[src/rtl/spi_frame_pkg.sv]
// Shared types and constants for the SPI flash frame reader.
package spi_frame_pkg;

    typedef enum logic [2:0] {
        ST_IDLE      = 3'd0,
        ST_WAIT_BANK = 3'd1,
        ST_CMD       = 3'd2,
        ST_ADDR      = 3'd3,
        ST_DATA      = 3'd4,
        ST_GAP       = 3'd5
    } state_t;

    localparam logic [7:0] CMD_READ  = 8'h03;
    localparam int         CMD_BITS  = 8;
    localparam int         ADDR_BITS = 24;
    localparam int         CS_GAP    = 4;

    // Flash byte address of a frame; wraps modulo 2^24.
    function automatic logic [23:0] frame_addr(input logic [23:0] base,
                                               input logic [12:0] idx,
                                               input int unsigned frame_bytes);
        logic [31:0] sum;
        sum = {8'd0, base} + ({19'd0, idx} * frame_bytes);
        return sum[23:0];
    endfunction

    function automatic logic is_spi_active(input state_t s);
        return (s == ST_CMD) || (s == ST_ADDR) || (s == ST_DATA);
    endfunction

endpackage

[src/rtl/spi_clk_gen.sv]
// SPI clock divider: each SPI_clk level lasts CLK_DIV cycles while enabled,
// with registered rise/fall strobes aligned to the first cycle of the new level.
module spi_clk_gen #(
    parameter int CLK_DIV = 2
) (
    input  logic CLK_40,
    input  logic reset,
    input  logic en,
    output logic SPI_clk,
    output logic rise,
    output logic fall
);

    localparam int             CW       = (CLK_DIV > 1) ? $clog2(CLK_DIV) : 1;
    localparam logic [CW-1:0]  DIV_LAST = CW'(CLK_DIV - 1);

    logic [CW-1:0] div_cnt_reg;
    logic          sclk_reg;
    logic          rise_reg;
    logic          fall_reg;

    // Dropping en parks the clock low and restarts the divider phase.
    always_ff @(posedge CLK_40) begin
        if (reset || !en) begin
            div_cnt_reg <= '0;
            sclk_reg    <= 1'b0;
            rise_reg    <= 1'b0;
            fall_reg    <= 1'b0;
        end else begin
            rise_reg <= 1'b0;
            fall_reg <= 1'b0;
            if (div_cnt_reg == DIV_LAST) begin
                div_cnt_reg <= '0;
                sclk_reg    <= !sclk_reg;
                rise_reg    <= !sclk_reg;
                fall_reg    <= sclk_reg;
            end else begin
                div_cnt_reg <= div_cnt_reg + 1'b1;
            end
        end
    end

    assign SPI_clk = sclk_reg;
    assign rise    = rise_reg;
    assign fall    = fall_reg;

endmodule

[src/rtl/spi_frame_reader.sv]
// Streams 1-bit-per-pixel frames from SPI flash (READ 0x03) into the video banks.
// Define SPI_FRAME_LOOP_EN to wrap back to frame 0 forever instead of stopping.
module spi_frame_reader
    import spi_frame_pkg::*;
#(
    parameter int          CLK_DIV    = 2,
    parameter int          FRAME_BITS = 30000,
    parameter int          NUM_FRAMES = 6572,
    parameter logic [23:0] BASE_ADDR  = 24'h000000
) (
    input  logic        CLK_40,
    input  logic        reset,
    input  logic        start,
    input  logic        bank_full,
    input  logic        MISO,
    output logic        SPI_clk,
    output logic        SPI_CS_N,
    output logic        MOSI,
    output logic        SPI_clk_en,
    output logic        video_bank_we,
    output logic        frame_done,
    output logic        busy,
    output logic [12:0] frame_idx
);

    localparam int             FRAME_BYTES = FRAME_BITS / 8;
    localparam int             DW          = $clog2(FRAME_BITS + 1);
    localparam logic [DW-1:0]  DATA_LAST   = DW'(FRAME_BITS - 1);
    localparam logic [4:0]     CMD_LAST    = 5'(CMD_BITS - 1);
    localparam logic [4:0]     ADDR_LAST   = 5'(ADDR_BITS - 1);
    localparam logic [2:0]     GAP_LAST    = 3'(CS_GAP - 1);
    localparam logic [12:0]    LAST_FRAME  = 13'(NUM_FRAMES - 1);

`ifdef SPI_FRAME_LOOP_EN
    localparam state_t LAST_FRAME_NEXT = ST_WAIT_BANK;
`else
    localparam state_t LAST_FRAME_NEXT = ST_IDLE;
`endif

    state_t         state_reg;
    state_t         state_next;
    logic [4:0]     bit_cnt_reg;
    logic [DW-1:0]  data_cnt_reg;
    logic [2:0]     gap_cnt_reg;
    logic [12:0]    frame_idx_reg;
    logic [31:0]    shift_reg;
    logic           cs_n_reg;
    logic           frame_done_reg;
    logic           sclk_rise;
    logic           sclk_fall;
    logic           gen_en;

    // Pixel data goes straight from MISO to the banks; this block only times the write.
    logic unused_miso;
    assign unused_miso = MISO;

    // Stop the clock in the same edge that leaves the SPI states, so it never runs into GAP.
    assign gen_en = is_spi_active(state_reg) && is_spi_active(state_next);

    spi_clk_gen #(
        .CLK_DIV (CLK_DIV)
    ) u_clk_gen (
        .CLK_40  (CLK_40),
        .reset   (reset),
        .en      (gen_en),
        .SPI_clk (SPI_clk),
        .rise    (sclk_rise),
        .fall    (sclk_fall)
    );

    always_comb begin
        state_next = state_reg;
        case (state_reg)
            ST_IDLE:      if (start) state_next = ST_WAIT_BANK;
            ST_WAIT_BANK: if (!bank_full) state_next = ST_CMD;
            ST_CMD:       if (sclk_fall && bit_cnt_reg == CMD_LAST) state_next = ST_ADDR;
            ST_ADDR:      if (sclk_fall && bit_cnt_reg == ADDR_LAST) state_next = ST_DATA;
            ST_DATA:      if (sclk_rise && data_cnt_reg == DATA_LAST) state_next = ST_GAP;
            ST_GAP: begin
                if (gap_cnt_reg == GAP_LAST)
                    state_next = (frame_idx_reg == LAST_FRAME) ? LAST_FRAME_NEXT : ST_WAIT_BANK;
            end
            default:      state_next = ST_IDLE;
        endcase
    end

    always_ff @(posedge CLK_40) begin
        if (reset) begin
            state_reg      <= ST_IDLE;
            bit_cnt_reg    <= '0;
            data_cnt_reg   <= '0;
            gap_cnt_reg    <= '0;
            frame_idx_reg  <= '0;
            shift_reg      <= '0;
            cs_n_reg       <= 1'b1;
            frame_done_reg <= 1'b0;
        end else begin
            state_reg      <= state_next;
            frame_done_reg <= 1'b0;
            case (state_reg)
                ST_WAIT_BANK: begin
                    if (!bank_full) begin
                        cs_n_reg    <= 1'b0;
                        bit_cnt_reg <= '0;
                        shift_reg   <= {CMD_READ, frame_addr(BASE_ADDR, frame_idx_reg, FRAME_BYTES)};
                    end
                end
                ST_CMD, ST_ADDR: begin
                    if (sclk_fall) begin
                        shift_reg   <= {shift_reg[30:0], 1'b0};
                        bit_cnt_reg <= (state_next != state_reg) ? 5'd0 : bit_cnt_reg + 5'd1;
                    end
                end
                ST_DATA: begin
                    if (sclk_rise) begin
                        if (data_cnt_reg == DATA_LAST) begin
                            data_cnt_reg   <= '0;
                            cs_n_reg       <= 1'b1;
                            frame_done_reg <= 1'b1;
                        end else begin
                            data_cnt_reg <= data_cnt_reg + 1'b1;
                        end
                    end
                end
                ST_GAP: begin
                    if (gap_cnt_reg == GAP_LAST) begin
                        gap_cnt_reg   <= '0;
                        frame_idx_reg <= (frame_idx_reg == LAST_FRAME) ? 13'd0 : frame_idx_reg + 13'd1;
                    end else begin
                        gap_cnt_reg <= gap_cnt_reg + 3'd1;
                    end
                end
                default: ;
            endcase
        end
    end

    assign SPI_CS_N      = cs_n_reg;
    assign MOSI          = shift_reg[31];
    assign SPI_clk_en    = sclk_rise && (state_reg == ST_DATA);
    assign video_bank_we = SPI_clk_en;
    assign frame_done    = frame_done_reg;
    assign busy          = (state_reg != ST_IDLE);
    assign frame_idx     = frame_idx_reg;

endmodule

[config.mk]
export PLATFORM = sky130hd
export DESIGN_NAME = spi_frame_reader
export DESIGN_NICKNAME = d
export VERILOG_FILES = /design/src/rtl/spi_frame_pkg.sv /design/src/rtl/spi_clk_gen.sv /design/src/rtl/spi_frame_reader.sv
export SDC_FILE = /design/constraint.sdc
export NUM_CORES = 1
export LEC_CHECK = 0
export ABC_AREA = 1
export BUFFER_PORTS_ARGS = -buffer_cell sky130_fd_sc_hd__buf_2
export CORE_MARGIN = 2
export CORE_UTILIZATION = 32
export DETAILED_ROUTE_END_ITERATION = 7
export PLACE_DENSITY = 0.56
export SLEW_MARGIN = 20
export SYNTH_ARGS = -nofsm -noshare
export SYNTH_HDL_FRONTEND = slang
export SYNTH_HIERARCHICAL = 1
export SYNTH_SLANG_ARGS = --single-unit
export TNS_END_PERCENT = 30
[constraint.sdc]
create_clock -name CLK_40 -period 9.5 [get_ports CLK_40]
set_input_delay 0 -clock CLK_40 [delete_from_list [all_inputs] [get_ports CLK_40]]
set_output_delay 0 -clock CLK_40 [all_outputs]
set_load 0.01 [all_outputs]
======== Word level (Yosys, flattened, before mapping) ========
Index checks and enable logic that the tools add are counted.
storage, ports and cells
  flip-flop bits (word level) ............. 77
  bits in latches ......................... 0
  memory bits (writable) .................. 0
  ROM bits ................................ 0
  input bits .............................. 5
  output and inout bits ................... 20
  logic and storage cells ................. 86
  memories kept ........................... 0
cells by class
  add/subtract/negate cells ............... 5
  $mul .................................... 1
  divide/modulo/power cells ............... 0
  order comparisons ....................... 0
  equality and inequality tests ........... 18
  shift operators ......................... 0
  multiplexer cells ....................... 23
  bitwise operators ....................... 3
  reductions and logical operators ........ 24
operators by type and width
  kind                    count
  $mux 32                 2
  $pmux 32 s2             1
  $mul 13x11->23 const B  1
  $mux 3                  7
  $pmux 3 s6              1
  $add 15x1->15 const B   1
  $eq 15x15->1 const B    1
  $eq 3x2->1 const B      5
  $mux 15                 1
  $mux 5                  3
  $add 13x1->13 const B   1
  $eq 13x13->1 const B    1
  $mux 13                 1
  $pmux 5 s2              1
  $eq 3x3->1 const B      3
  $ne 2x1->1 const B      3
  $reduce_or 2->1         3
  $add 5x1->5 const B     1
  $eq 5x3->1 const B      1
  $eq 5x5->1 const B      1
  $logic_and 1x1->1       5
  $logic_or 1x1->1        5
  $mux 1                  5
  $reduce_and 2->1        2
  14 further kinds        18

======== Depth between registers and ports, before layout ========
  depth after elaboration ................. 11
  depth in mapped cells ................... 20
  gate-level depth less buffers ........... 20

======== Modules after synthesis ========
Netlist, hierarchy kept.
by module, submodules not included
  module            times used  cells each  area each (um2)  seq. area each (um2)
  spi_frame_reader  1           851         6,348.6          1,441.4
  spi_clk_gen       1           16          127.6            80.1

======== Least setup slack after synthesis ========
No wires, ideal clock.
  kind .................................... reg2reg
  start ................................... register frame_idx_reg[1] (netlist: frame_idx[1])
  end ..................................... register shift_reg[13]
  library setup time ...................... 119 ps
  arrival time ............................ 4,389 ps
  data required time ...................... 9,381 ps
  setup slack ............................. 4,992 ps
  stages on the path, launching flop included .. 18
  path buffers ............................ 0
  clock period less this slack ............ 4,508 ps
  cell sequence ........................... dfxtp_1 -> inv_1 -> fa_1 -> inv_1 -> fa_1 -> fa_1 -> inv_1 -> fa_1 -> fa_1 -> inv_1 -> ha_1 -> nand2_1 -> inv_1 -> a21oi_1 -> nand3_1 -> or2_2 -> nand3_1 -> a21oi_1
on the way
  longest elaborated chain between the ends .. 3
ends and longest elaborated chain
  item                    line                     text
  start, declared         spi_frame_reader.sv:45   logic [12:0] frame_idx_reg;
  start signal, assigned  spi_frame_reader.sv:128  frame_idx_reg <= (frame_idx_reg == LAST_FRAME) ? 13'd0 : frame_idx_reg + 13'd1;
  $mul 13x11->23          spi_frame_pkg.sv:23      sum = {8'd0, base} + ({19'd0, idx} * frame_bytes);
  $mux 32                 spi_frame_reader.sv:102  if (!bank_full) begin
  $pmux 32 s2             spi_frame_reader.sv:100  case (state_reg)
  end signal, assigned    spi_frame_reader.sv:105  shift_reg <= {CMD_READ, frame_addr(BASE_ADDR, frame_idx_reg, FRAME_BYTES)};
  end signal, assigned    spi_frame_reader.sv:110  shift_reg <= {shift_reg[30:0], 1'b0};
  end, declared           spi_frame_reader.sv:46   logic [31:0] shift_reg;
Every way passes these cells. The select of a mux whose other input is x is not followed.
A chain may end at the register's enable or synchronous reset.

======== Final worst setup path ========
  start ................................... register frame_idx_reg[3] (netlist: frame_idx[3])
  end ..................................... register shift_reg[13]
Same word-level chain as after synthesis.

==> results by group <==
Synth
  • Yosys warns: 6
  • Syn Area/Cell: 7.47 sq um
  • Post-synth top area share: 0.235
  • Largest area contributor in the netlist: dfxtp_1
  • Ys flop type: dfxtp_1
  • Post-synth EDFFs: 0
  • Sequential share of the synthesized area: 0.235
  • Synth Cell Area: 6480 sq um
  • Net count after synthesis: 992
  • Flops & latches, synth: 76
  • Synth unique cells: 47
  • Synth Instances: 867
  • Main area contributors after synthesis: dfxtp_1, ha_1, fa_1
  • Asr flop ratio synth: 0

Route
  • DRT Pass-1 Iters: 5
  • DR vias: 5341
  • Routed Antenna Nets: 0
  • WL/cell: 12.2 um
  • DRT iter0 DRCs: 316
  • Via-per-instance ratio: 4.61
  • Post-Route WL: 14100 um
  • DRC Markers: 0

Layout
  • Multi-input gate area: 4310 sq um
  • Antenna cells: 0
  • Largest register FFs: 31
  • P&R area growth vs syn: 11.2%
  • Layout cells sized above 1: 0.0810
  • Final #Nets: 1009
  • FF/Latch Area: 1520 sq um
  • Final-layout fill cell count: 2208

Place
  • Routability Congestion: 0.808
  • Dpl hpwl: 10900 um
  • # port buffers: 23

Floorplanning
  • Starting Density: 0.323
  • Die H: 146 um
  • Core area: 20000 sq um
  • Std-Cell Rows: 52
  • Full die area: 21400 sq um
  • Die Wd: 146 um
  • Ports: 25

STA
  • Max-slew violations: 0
  • Clk_skew: 8.14 ps
  • Fin crit period: 4980 ps
  • Max Clock Freq: 201 MHz
  • Setup violators final: 0
  • Worst Tran Pin Value: 836 ps
  • Worst hold margin: 34.4 ps
  • RSZ-0062 raised after global routing: false
  • Fin Setup TNS: 0 ps
  • Final Hold Vio Count: 0
  • Relative slew slack: 0.442
  • Fin crit share: 0.524

Critical path
  • Worst EP required: 9730 ps
  • CP Launch Type: flip-flop
  • CP Cell Sequence: inv_1, fa_1, inv_1, fa_1, fa_1, inv_1, fa_1, fa_1, inv_1, ha_1, nand2_1, inv_1, a21oi_1, nand3_1, or2_2, nand3_1, a21oi_1
  • Critical path class: reg2reg
  • Crit path buf inv count: 5
  • CP delay by family, top: adder cells
  • CP max stage delay: 630 ps
  • CP arrival: 5220 ps
  • Max FO, Critical Path: 10
  • CP max stage cell: dfxtp_1
  • Worst setup EP type: flip-flop

Run
  • Max-Cap Viols: 0

CTS
  • CTS Sinks: 76
  • Clk slew on worst S/H paths: 60 ps
  • CTS Buffer Depth: 2
  • H-tree depth: 3
  • Post-CTS sizing: 0
  • Total CTS buffers: 9
  • Post-CTS Repair Setup Buffers: 0
  • Root buffer cell: clkbuf_16
  • CTS tree: yes
  • CTS Hold Buffers Added: 0
  • Worst skew pair latency: 340 ps

Power and ir drop
  • Leakage Power: 3.60 nW
  • Pwr/cell area: 108 nW/um^2
  • Worst VDD drop: 0.0000804 V
  • Design Power: 777 uW

Global route
  • First-pass GRT wire length: 25200 um
  • Total grt overflow: 0
  • Largest net degree at the start of global routing: 34
  • Total track usage: 0.143
  • Antenna violations before repair: 0
  • Vias in the first global route: 5275

Run status
  • Outcome: finished, final reports clean

Min path
  • Hold crit path type: in2reg
==> cells in the mapped netlist (2+ instances only) <==
library cell and count:
nand2_1 174, inv_1 143, a21oi_1 82, dfxtp_1 76, ha_1 75, nor2_1 64
nand3_1 52, o21ai_0 48, fa_1 45, nor3_1 11, buf_2 8, clkbuf_1 7
a31oi_1 6, nand3b_1 6, inv_2 5, nand4_1 5, nor2_4 5, nand2_2 4
nor2_2 4, xor2_1 4, a211oi_1 3, nand3_2 3, o21bai_1 3, xnor2_1 3
and2_1 2, and3_1 2, nand3_4 2, nor3_2 2, nor4_1 2, o211ai_1 2
o21ai_1 2, or2_2 2
==> cell usage in the layout, fill, tap and decap left out, drive strengths merged, types with 2 or more instances in the layout <==
cell type | Yosys | final
inv | 149 | 150
xor2 | 4 | 4
buf | 9 | 23
ha | 75 | 75
nand4 | 5 | 5
xnor2 | 3 | 3
nand3b | 6 | 6
or2 | 2 | 2
and2 | 2 | 2
and3 | 2 | 2
dfxtp | 76 | 76
nor4 | 3 | 3
o21bai | 3 | 3
o21ai | 51 | 51
o211ai | 2 | 2
nand2 | 179 | 179
nor3 | 13 | 13
nor2 | 74 | 74
bufinv | 0 | 3
a31oi | 6 | 6
nand3 | 57 | 57
a211oi | 3 | 3
clkbuf | 8 | 11
a21oi | 83 | 83
fa | 45 | 45
==> per-stage QoR <==
| step | instance area [sq um] | util | cells | setup WS, ps |
|---|---|---|---|---|
| 2_1_floorplan | 6480 | - | 867 | 4990 |
| 3_3_place_gp | 6850 | 0.342 | 1143 | 4630 |
| 3_5_place_dp | 6850 | 0.342 | 1143 | 4530 |
| 4_1_cts | 7200 | 0.359 | 1159 | 4530 |
| 5_1_grt | 7200 | 0.359 | 1159 | 4170 |
| 6_report | 7200 | 0.359 | 1159 | 4520 |
==> cell families (layout without fill, tap and decap cells) <==
kind of cell | after synthesis | in the layout | synth area share
adder cells (fa/ha/maj) | 120 | 120 | 0.284
flip-flops | 76 | 76 | 0.235
AND/OR/NAND/NOR | 344 | 344 | 0.245
XOR/XNOR | 7 | 7 | 0.00947
AO/OA/AOI/OAI | 154 | 154 | 0.128
buffers and inverters | 166 | 188 | 0.0989
==> per-layer routing <==
| layer | GRT usage | vias to the layer above | share of wire |
|---|---|---|---|
| met5 | 0 | - | 0 |
| met4 | 0.0442 | 0 | 0.014 |
| met3 | 0.0216 | 14 | 0.020 |
| met2 | 0.241 | 42 | 0.46 |
| met1 | 0.191 | 2453 | 0.50 |
| li1 | - | 2832 | - |
==> area by class of cell <==
| type | instances | share of cell area |
|---|---|---|
| Multi-Input combinational cell | 625 | 0.599 |
| Sequential cell | 76 | 0.211 |
| Clock buffer | 11 | 0.0337 |
| Clock inverter | 5 | 0.0148 |
| Tap cell | 270 | 0.0469 |
| Inverter | 149 | 0.0780 |
| Timing Repair Buffer | 23 | 0.0160 |
==> power breakdown <==
group / leakage [nW] / internal (mW) / total (mW) / switching (mW)
Combinational: 2.82 / 0.0118 / 0.0407 / 0.0289
Sequential: 0.615 / 0.328 / 0.333 / 0.00507
Clock: 0.166 / 0.265 / 0.404 / 0.139
Total: 3.60 / 0.604 / 0.777 / 0.173
==> worst register-to-register path: stages (launching register included) <==
cell	delay, ps
dfxtp_1	630
inv_1	170
fa_1	510
inv_1	50
fa_1	470
fa_1	520
inv_1	60
fa_1	480
fa_1	520
inv_1	40
ha_1	340
nand2_1	150
inv_1	50
a21oi_1	220
nand3_1	200
or2_2	310
nand3_1	80
a21oi_1	80
==> worst paths after layout <==
check                                   from            end  slack (ps)  cells after the start
worst max-delay path            frame_idx[3]  shift_reg[13]        4520                     17
worst max register to register  frame_idx[3]  shift_reg[13]        4520                     17
worst min register to register      SPI_CS_N       SPI_CS_N         450                      2
worst min-delay path               bank_full   shift_reg[1]          30                      4
No activity file was read; power rests on OpenSTA's default activity.
